===== src/rtl/mips_pkg.sv =====
// Shared definitions for the MIPS core slice: instruction-memory geometry,
// loader FSM states and the opcode constants used by the instruction stream.
package mips_pkg;

    localparam int IMEM_DEPTH  = 1024;
    localparam int IMEM_ADDR_W = 10;

    localparam logic [5:0] OP_RTYPE = 6'b000000;
    localparam logic [5:0] OP_ADDI  = 6'b001000;
    localparam logic [5:0] OP_LW    = 6'b100011;
    localparam logic [5:0] OP_SW    = 6'b101011;
    localparam logic [5:0] OP_BEQ   = 6'b000100;
    localparam logic [5:0] OP_J     = 6'b000010;

    typedef enum logic [2:0] {
        IDLE,
        LEN_HI,
        LEN_LO,
        DATA,
`ifdef IMEM_LOADER_CKSUM_EN
        CKSUM,
`endif
        DONE
    } loader_state_t;

endpackage


===== src/rtl/imem_loader_if.sv =====
// Byte stream into the loader plus the instruction-memory write port it drives.
// The loader side uses the slave modport; the host/memory side uses master.
interface imem_loader_if
    import mips_pkg::*;
#(
    parameter int ADDR_W = IMEM_ADDR_W
) ();

    logic [7:0]        in_data;
    logic              in_valid;
    logic              in_ready;
    logic              imem_we;
    logic [ADDR_W-1:0] imem_waddr;
    logic [31:0]       imem_wdata;

    modport slave (
        input  in_data, in_valid,
        output in_ready, imem_we, imem_waddr, imem_wdata
    );

    modport master (
        output in_data, in_valid,
        input  in_ready, imem_we, imem_waddr, imem_wdata
    );

endinterface


===== src/rtl/imem_loader_byte_packer.sv =====
// Packs four stream bytes MSB-first into a 32-bit word and pulses word_valid
// for one cycle after the fourth byte is shifted in.
module byte_packer (
    input  logic        clk,
    input  logic        rst,
    input  logic        clr,
    input  logic        shift_en,
    input  logic [7:0]  byte_in,
    output logic        last_byte,
    output logic        word_valid,
    output logic [31:0] word
);

    logic [1:0]  idx_q;
    logic [23:0] shreg_q;

    assign last_byte = shift_en && (idx_q == 2'd3);

    // NOTE: non-blocking assignments in clocked blocks so every register
    // samples the pre-edge values of its neighbours.
    always_ff @(posedge clk) begin
        if (rst) begin
            idx_q      <= 2'd0;
            shreg_q    <= 24'd0;
            word_valid <= 1'b0;
            word       <= 32'd0;
        end else if (clr) begin
            idx_q      <= 2'd0;
            shreg_q    <= 24'd0;
            word_valid <= 1'b0;
        end else begin
            word_valid <= last_byte;
            if (shift_en) begin
                idx_q   <= idx_q + 2'd1;
                shreg_q <= {shreg_q[15:0], byte_in};
                if (last_byte) begin
                    word <= {shreg_q, byte_in};
                end
            end
        end
    end

endmodule


===== src/rtl/imem_loader.sv =====
// Boot-time instruction-memory loader: 16-bit word count, then big-endian words.
// Define IMEM_LOADER_CKSUM_EN to require a trailing XOR checksum byte.
module imem_loader
    import mips_pkg::*;
#(
    parameter int DEPTH  = IMEM_DEPTH,
    parameter int ADDR_W = IMEM_ADDR_W
) (
    input  logic          clk,
    input  logic          rst,
    input  logic          start,
    imem_loader_if.slave  bus,
    output logic          cpu_rst,
    output logic          busy,
    output logic          done,
    output logic          err,
    output logic [ADDR_W:0] words_loaded
);

    loader_state_t state_q, state_d;

    logic              in_ready;
    logic              accept;
    logic              data_accept;
    logic              start_ok;
    logic              last_byte;
    logic              word_valid;
    logic [31:0]       word;
    logic [15:0]       count_q;
    logic [15:0]       count_full;
    logic              count_zero;
    logic              count_over;
    logic              last_word;
    logic [ADDR_W-1:0] waddr_q;
    logic [ADDR_W-1:0] word_idx;
    logic [ADDR_W:0]   words_q;
    logic              err_q;
    logic              cpu_rst_q;

`ifdef IMEM_LOADER_CKSUM_EN
    logic [7:0] cksum_q;
    assign in_ready = (state_q == LEN_HI) || (state_q == LEN_LO) ||
                      (state_q == DATA)   || (state_q == CKSUM);
`else
    assign in_ready = (state_q == LEN_HI) || (state_q == LEN_LO) ||
                      (state_q == DATA);
`endif

    assign busy        = (state_q != IDLE) && (state_q != DONE);
    assign done        = (state_q == DONE);
    assign accept      = in_ready && bus.in_valid;
    assign data_accept = accept && (state_q == DATA);

    assign count_full = {count_q[15:8], bus.in_data};
    assign count_zero = (count_full == 16'd0);
    assign count_over = (count_full > 16'(DEPTH));
    assign last_word  = ((16'(words_q) + 16'd1) == count_q);
    assign word_idx   = (words_q >= (ADDR_W+1)'(DEPTH)) ? ADDR_W'(DEPTH - 1)
                                                        : words_q[ADDR_W-1:0];

    always_ff @(posedge clk) begin
        if (rst) state_q <= IDLE;
        else     state_q <= state_d;
    end

    // NOTE: every output of this block gets a default first, so no path can
    // leave a value unassigned and infer a latch.
    always_comb begin
        state_d  = state_q;
        start_ok = 1'b0;
        case (state_q)
            IDLE, DONE: begin
                if (start) begin
                    start_ok = 1'b1;
                    state_d  = LEN_HI;
                end
            end
            LEN_HI: if (bus.in_valid) state_d = LEN_LO;
            LEN_LO: begin
                if (bus.in_valid) begin
                    if (count_over) begin
                        state_d = DONE;
                    end else if (count_zero) begin
`ifdef IMEM_LOADER_CKSUM_EN
                        state_d = CKSUM;
`else
                        state_d = DONE;
`endif
                    end else begin
                        state_d = DATA;
                    end
                end
            end
            DATA: begin
                if (last_byte && last_word) begin
`ifdef IMEM_LOADER_CKSUM_EN
                    state_d = CKSUM;
`else
                    state_d = DONE;
`endif
                end
            end
`ifdef IMEM_LOADER_CKSUM_EN
            CKSUM: if (bus.in_valid) state_d = DONE;
`endif
            default: state_d = IDLE;
        endcase
    end

    byte_packer u_packer (
        .clk        (clk),
        .rst        (rst),
        .clr        (start_ok),
        .shift_en   (data_accept),
        .byte_in    (bus.in_data),
        .last_byte  (last_byte),
        .word_valid (word_valid),
        .word       (word)
    );

    always_ff @(posedge clk) begin
        if (rst) begin
            count_q   <= 16'd0;
            waddr_q   <= '0;
            words_q   <= '0;
            err_q     <= 1'b0;
            cpu_rst_q <= 1'b1;
        end else begin
            if (start_ok) begin
                words_q <= '0;
                err_q   <= 1'b0;
            end
            if (accept && (state_q == LEN_HI)) count_q[15:8] <= bus.in_data;
            if (accept && (state_q == LEN_LO)) begin
                count_q[7:0] <= bus.in_data;
                if (count_over) err_q <= 1'b1;
            end
            // Address and count advance on the 4th-byte edge so they line up
            // with the registered write strobe one cycle later.
            if (last_byte) begin
                waddr_q <= word_idx;
                words_q <= words_q + {{ADDR_W{1'b0}}, 1'b1};
            end
`ifdef IMEM_LOADER_CKSUM_EN
            if (accept && (state_q == CKSUM) && (bus.in_data != cksum_q)) err_q <= 1'b1;
`endif
            // Core leaves reset only once DONE has been reached cleanly.
            cpu_rst_q <= start_ok || !((state_q == DONE) && !err_q);
        end
    end

`ifdef IMEM_LOADER_CKSUM_EN
    always_ff @(posedge clk) begin
        if (rst || start_ok) cksum_q <= 8'd0;
        else if (data_accept) cksum_q <= cksum_q ^ bus.in_data;
    end
`endif

    assign bus.in_ready   = in_ready;
    assign bus.imem_we    = word_valid;
    assign bus.imem_waddr = waddr_q;
    assign bus.imem_wdata = word;
    assign cpu_rst        = cpu_rst_q;
    assign err            = err_q;
    assign words_loaded   = words_q;

endmodule


===== src/flat_wrapper.sv =====
// flat-port wrapper written by rule: the top's interface ports become plain ports
module imem_loader_flat import mips_pkg::*;
#(
    parameter int DEPTH  = IMEM_DEPTH,
    parameter int ADDR_W = IMEM_ADDR_W
)
  (clk, rst, start, cpu_rst, busy, done, err, words_loaded, bus_in_data, bus_in_valid, bus_in_ready, bus_imem_we, bus_imem_waddr, bus_imem_wdata);
  imem_loader_if #(.ADDR_W(ADDR_W)) bus_i ();
  input  logic clk;
  input  logic rst;
  input  logic start;
  output logic cpu_rst;
  output logic busy;
  output logic done;
  output logic err;
  output logic [ADDR_W:0] words_loaded;
  input wire logic [$bits(bus_i.in_data)-1:0] bus_in_data;
  input wire logic [$bits(bus_i.in_valid)-1:0] bus_in_valid;
  output wire logic [$bits(bus_i.in_ready)-1:0] bus_in_ready;
  output wire logic [$bits(bus_i.imem_we)-1:0] bus_imem_we;
  output wire logic [$bits(bus_i.imem_waddr)-1:0] bus_imem_waddr;
  output wire logic [$bits(bus_i.imem_wdata)-1:0] bus_imem_wdata;
  assign bus_i.in_data = bus_in_data;
  assign bus_i.in_valid = bus_in_valid;
  assign bus_in_ready = bus_i.in_ready;
  assign bus_imem_we = bus_i.imem_we;
  assign bus_imem_waddr = bus_i.imem_waddr;
  assign bus_imem_wdata = bus_i.imem_wdata;
  imem_loader #(.DEPTH(DEPTH), .ADDR_W(ADDR_W)) u_core (.clk(clk), .rst(rst), .start(start), .bus(bus_i), .cpu_rst(cpu_rst), .busy(busy), .done(done), .err(err), .words_loaded(words_loaded));
endmodule

===== config.mk =====
export PLATFORM = sky130hd
export DESIGN_NAME = imem_loader_flat
export DESIGN_NICKNAME = d
export VERILOG_FILES = /design/src/rtl/mips_pkg.sv /design/src/rtl/imem_loader_if.sv /design/src/rtl/imem_loader_byte_packer.sv /design/src/rtl/imem_loader.sv /design/src/flat_wrapper.sv
export SDC_FILE = /design/constraint.sdc
export NUM_CORES = 1
export LEC_CHECK = 0
export BUFFER_PORTS_ARGS = -buffer_cell sky130_fd_sc_hd__buf_4
export CAP_MARGIN = 10
export CORE_MARGIN = 3
export CORE_UTILIZATION = 40
export DETAILED_ROUTE_END_ITERATION = 16
export PLACE_DENSITY_LB_ADDON = 0.3
export SETUP_SLACK_MARGIN = 0.1
export SLEW_MARGIN = 20
export SYNTH_ARGS = -nofsm -noshare
export SYNTH_HDL_FRONTEND = slang
export SYNTH_HIERARCHICAL = 1
export SYNTH_SLANG_ARGS = --single-unit

===== constraint.sdc =====
create_clock -name clk -period 3.4 [get_ports clk]
set_input_delay 0.17 -clock clk [delete_from_list [all_inputs] [get_ports clk]]
set_output_delay 0.17 -clock clk [all_outputs]
set_load 0.02 [all_outputs]

# --- Word-level counts from Yosys, hierarchy flattened ---
# Index checks and enable logic that the tools add are counted.
totals:
  regBits: 101
  in_bits: 12
  output_inout_bits: 59
  word_cells: 64
op_classes:
  add_sub_neg: 3
  magnitude_cmp: 2
  eq_ne: 11
  n_mux: 15
  bitwise: 1
  reduce_logical: 21
op_table:
  columns: ["op", "count"]
  rows:
  - ["11-bit 2-to-1 mux", 2]
  - ["3-bit 2-to-1 mux", 6]
  - ["16-bit equality test", 1]
  - ["16-bit by 11-bit greater-than comparator with 1-bit output (second input constant)", 1]
  - ["16-bit logical NOT", 1]
  - ["11-bit by 1-bit adder with 12-bit output (second input constant)", 1]
  - ["3-bit case mux with 4 select lines", 1]
  - ["11-bit by 1-bit adder with 11-bit output (second input constant)", 1]
  - ["11-bit greater-or-equal comparator (second input constant)", 1]
  - ["10-bit 2-to-1 mux", 1]
  - ["1-bit logical AND", 8]
  - ["2-bit != test (second input constant)", 4]
  - ["3-bit by 2-bit equality test with 1-bit output (second input constant)", 2]
  - ["1-bit 2-to-1 mux", 5]
  - ["4-bit AND reduction", 1]
  - ["2-bit OR reduction", 2]
  - ["3-bit by 1-bit equality test with 1-bit output (second input constant)", 1]
  - ["3-bit equality test (second input constant)", 1]
  - ["3-bit logical NOT", 1]
  - ["1-bit logical OR", 3]
  - ["3-bit != test (second input constant)", 1]
  - ["3-bit AND reduction", 1]
  - ["3-bit nonzero test", 1]
  - ["2-bit by 1-bit adder with 2-bit output (second input constant)", 1]
  - ["4 further kinds", 5]

# --- Depth between registers and ports, before layout ---
logic_depth:
  ltp_word: 9
  mapped_depth: 13
  ltp_nobuf: 10

# --- Cells and area by module ---
# Netlist, hierarchy kept.
modules_own_cells:
  columns: ["mod", "n_inst", "cells_per_inst", "area_per_inst_um2", "seq_area_each_um2"]
  rows:
  - ["byte_packer", 1, 230, 2404.8, 1181.1]
  - ["imem_loader", 1, 288, 2224.6, 840.8]

# --- Least setup slack after synthesis ---
# Ideal clock, no wire load.
synth_timing:
  path_type: "reg-to-reg"
  start: "reg u_core.state_q[2]"
  end: "reg u_core.state_q[1]"
  setup_time_ns: 0.138
  arrival_ns: 2.324
  required_ns: 3.262
  slack_ns: 0.938
  path_stages_with_launch: 12
  path_buffers: 2
  period_less_slack_ns: 2.462
  cell_sequence: "dfxtp_1 > nor2b_1 > nand2_1 > nor2_1 > buf_6 > buf_2 > nand2_1 > inv_1 > o221ai_1 > or4_4 > nor4_4 > o221ai_1"
synth_between:
  elab_chain_cells: 9
  elab_cells_between_ends: 18
  cone_classes: "eq/ne (8); mux (1); reduce/logical (9)"
synth_rtl:
  columns: ["element", "line_no", "source"]
  rows:
  - ["from (decl)", "imem_loader.sv:20", "loader_state_t state_q, state_d;"]
  - ["from (signal assigned)", "imem_loader.sv:63", "else state_q <= state_d;"]
  - ["3-bit by 1-bit equality test with 1-bit output or 3-bit by 2-bit equality test with 1-bit output (tied branches)", "imem_loader.sv:45", "assign in_ready = (state_q == LEN_HI) || (state_q == LEN_LO) ||"]
  - ["1-bit logical OR (2 in a row)", "imem_loader.sv:45", null]
  - ["1-bit logical AND", "imem_loader.sv:51", "assign accept = in_ready && bus.in_valid;"]
  - ["1-bit logical AND (*)", "imem_loader.sv:52", "assign data_accept = accept && (state_q == DATA);"]
  - ["via u_core.data_accept", "imem_loader.sv:24", "logic data_accept;"]
  - ["1-bit logical AND (*)", "imem_loader_byte_packer.sv:17", "assign last_byte = shift_en && (idx_q == 2'd3);"]
  - ["via u_core.last_byte", "imem_loader.sv:26", "logic last_byte;"]
  - ["1-bit logical AND (*)", "imem_loader.sv:95", "if (last_byte && last_word) begin"]
  - ["2-bit != test (no source line) (*)", null, null]
  - ["4-bit AND reduction (no source line) (*)", null, null]
# The timed path passes the listed nets; every way through them passes the cells marked *.
# A chain may end at the register's enable or synchronous reset.

# --- Worst setup path after layout ---
layout_timing:
  start: "reg u_core.words_q[0] (netlist: u_core/words_loaded[0])"
  end: "reg u_core.state_q[1]"
layout_between:
  elab_chain_cells: 5
layout_rtl:
  columns: ["element", "line_no", "source"]
  rows:
  - ["from (decl)", "imem_loader.sv:36", "logic [ADDR_W:0] words_q;"]
  - ["from (signal assigned)", "imem_loader.sv:142", "words_q <= words_q + {{ADDR_W{1'b0}}, 1'b1};"]
  - ["11-bit by 1-bit adder with 12-bit output", "imem_loader.sv:57", "assign last_word = ((16'(words_q) + 16'd1) == count_q);"]
  - ["16-bit equality test", "imem_loader.sv:57", null]
  - ["1-bit logical AND", "imem_loader.sv:95", null]
  - ["2-bit != test (no source line)", null, null]
  - ["4-bit AND reduction (no source line)", null, null]
# No other way between the ends.

==> summary.md <==
| Metric | Value |
|---|---|
| Status | `completed` |
| VDD IR-drop max | `0.000274 V` |
| Die H | `114 um` |
| PortBufs | `70` |
| Post-CTS setup buffer count | `0` |
| Maxcap violations | `0` |
| # IOs | `71` |
| Worst Setup Start Kind | `flop` |
| Slew Viols, Final | `0` |
| CP endpoint kind | `flop` |
| Sequential fraction of design power | `49.3%` |
| Synthesized area per cell | `8.94 um2` |
| Sequential share of the synthesized area | `43.7%` |
| Peak Freq | `0.386 GHz` |
| H-Tree Depth | `3` |
| Layout fillers | `1,034` |
| Overall Power | `0.00249 W` |
| RSZ-0062 raised after global routing | `false` |
| Routed WL | `10,600 um` |
| GRT Util Overall | `16.7%` |
| CTS tree | `yes` |
| Largest net degree at the start of global routing | `58` |
| WS Path Type | `reg2reg` |
| DIE AREA | `12,900 um2` |
| Synth top area share | `43.7%` |
| CTS Hold Bufs | `0` |
| Area grow syn2layout | `18.0%` |
| Post-synth EDFFs | `0` |
| Hold path depth | `3` |
| Clock Path Buffers | `2` |
| Total grt overflow | `0` |
| Placeable Area | `11,100 um2` |
| Top post-synthesis cells by area | `dfxtp_1 (44%), mux2i_1 (13%), nand2b_1 (9.2%), nor2_1 (5.3%), nand2_1 (3.9%)` |
| Row count | `38` |
| Final net count | `581` |
| Synth Register Bits | `101` |
| Critical path peak fanout | `10` |
| Cell Int Power | `0.00182 W` |
| Synth area leader | `dfxtp_1` |
| Reg clk slew, reported paths | `70 ps` |
| Global-route wire length before repair | `17,400 um` |
| Top_reg_cell synth | `dfxtp_1` |
| Final TNS setup | `0 ps` |
| Post-Syn Nets | `532` |
| Layout cells sized above 1 | `18.0%` |
| Area of the multi-input gates | `2360 um2` |
| Core Util, Final | `49.3%` |
| Worst EP arrival | `2790 ps` |
| Starting Density | `41.8%` |
| Worst-Margin Slew | `960 ps` |
| Cells after Synth | `518` |
| Fin crit period | `2590 ps` |
| CTS Sinks | `101` |
| Starting DRT DRC Count | `320` |
| Drt first pass iters | `5` |
| Normalized max-slew margin | `35.9%` |
| Antenna cells | `0` |
| Initial antenna violation count | `0` |
| Sw Pwr | `0.000674 W` |
| Reg2Reg Depth | `7` |
| Yosys Warn Count | `6` |
| Setup Skew | `11.4 ps` |
| CTS buffer count | `9` |
| Clock network fraction of design power | `40.7%` |
| HPWL after DPL | `7170 um` |
| Leak | `1.93 nW` |
| GP Congestion | `0.869` |
| Root Driver | `clkbuf_16` |
| Netlist cell types | `52` |
| Drt drc | `0` |
| Resized Gates After CTS | `0` |
| Post-synth ARST share | `0%` |
| Worst skew pair latency | `350 ps` |
| Net Sw Frac | `27.0%` |
| Routed length per placed instance | `14.8 um` |
| WP data required | `3600 ps` |
| Final Cycle Share | `76.1%` |
| Final ANT Viol Nets | `0` |
| # setup viols final | `0` |
| Min-delay worst type | `in2reg` |
| Gate power share | `10.1%` |
| Final count of hold timing violations | `0` |
| PwrDens | `456 nW/um2` |
| Total number of vias | `3,648` |
| Die Wd | `114 um` |
| FF/Latch Area | `2020 um2` |
| Vias in the first global route | `3,424` |
| Mapped Area | `4630 um2` |
| DR vias/cell | `5.12` |
## area by class of cell
cell class                      count  share of cell area [%]
Clock inverter                      7                    1.37
Sequential cell                   101                    37.0
Clock buffer                        9                    4.12
Multi-Input combinational cell    373                    43.3
Tap cell                          140                    3.21
Timing Repair Buffer               75                    10.5
Inverter                            7                   0.481
## through the flow
step,cells,instance area [um2],hold WS (ps),worst slack (ps)
after floorplan,518,4630,277,938
after global placement,696,5160,415,966
after CTS,712,5460,71.7,813
final,712,5460,78.8,812
after detailed placement,696,5160,429,839
after global routing,712,5460,96.7,615
## critical path: stages, from the launching register on
cell and delay, ps:
dfxtp_1 470, ha_1 400, nand3_1 170, nor3_1 340, nor3b_1 90, or3_2 510
nor4_4 320, o221ai_1 150
## kinds of logic (layout without fill, tap and decap cells)
group / after synthesis / after routing / share of synthesized area, %
simple gates: 228 / 228 / 25.6
flops: 101 / 101 / 43.7
compound gates: 69 / 69 / 9.16
mux: 58 / 58 / 12.5
buf+inv: 44 / 98 / 5.43
xor+xnor: 16 / 16 / 3.03
fa+ha+maj: 2 / 2 / 0.540
## cell usage in the layout (no fill, tap or decap), types with 2 or more instances in the layout
cell,count
or2_2,3
a21oi_1,29
nor3b_1,3
xnor2_1,12
nor2b_1,2
inv_1,7
nand3_1,10
xor2_1,4
dfxtp_1,101
nand2_1,48
a211oi_1,11
or4_4,2
or4_1,3
clkbuf_16,9
nor2_1,64
a31oi_1,3
clkinv_8,2
nand4b_1,2
ha_1,2
nand3b_1,3
o221ai_1,2
inv_6,4
o31a_1,2
nand4_1,2
mux2i_1,58
o21ai_0,11
nor3_1,6
nand2b_1,68
buf_4,74
## routing by layer
metal / GRT usage, % / vias to the layer above / share of wire [%]
met5: 0 / - / 0
met4: 4.81 / 0 / 0.97
met3: 4.08 / 8 / 5.9
met2: 25.5 / 101 / 46
met1: 23.6 / 1691 / 48
li1: - / 1848 / -
## flip-flops by register name, summed over array words and instances (netlist names)
register                    count
u_core/state_q                  3
u_core/count_q                 16
u_core/u_packer/idx_q           2
u_core/bus.imem_waddr          10
u_core/err                      1
u_core/u_packer/word_valid      1
u_core/cpu_rst                  1
u_core/u_packer/word           32
u_core/words_loaded            11
u_core/u_packer/shreg_q        24
## power by group through the flow
stage	sequential (W)	clock [W]	combinational [W]
finish	0.00123	0.00101	0.000251
global route	0.00123	0.00109	0.000276
CTS	0.00123	0.00104	0.000249
detailed placement	0.00126	0	0.000247
global placement	0.00126	0	0.000247
floorplan	0.00124	0	0.000196
## final timing paths
kind / slack [ps] / from / end
hold reg to reg: 460 / u_core/count_q[15] / u_core/count_q[15]
setup / recovery: 810 / u_core/words_loaded[0] / u_core/state_q[1]
setup reg to reg: 810 / u_core/words_loaded[0] / u_core/state_q[1]
hold / removal: 80 / start / u_core/cpu_rst
## synthesized netlist by cell type, types with 6 or more instances
| cell | number |
|---|---|
| nor3_1 | 6 |
| nor2_1 | 65 |
| xnor2_1 | 12 |
| nand2_1 | 48 |
| nand2b_1 | 68 |
| o21ai_0 | 11 |
| buf_2 | 7 |
| nand3_1 | 10 |
| dfxtp_1 | 101 |
| buf_6 | 7 |
| clkbuf_1 | 19 |
| inv_1 | 7 |
| a211oi_1 | 11 |
| a21oi_1 | 29 |
| mux2i_1 | 58 |
(Power assumes the default switching activity.)
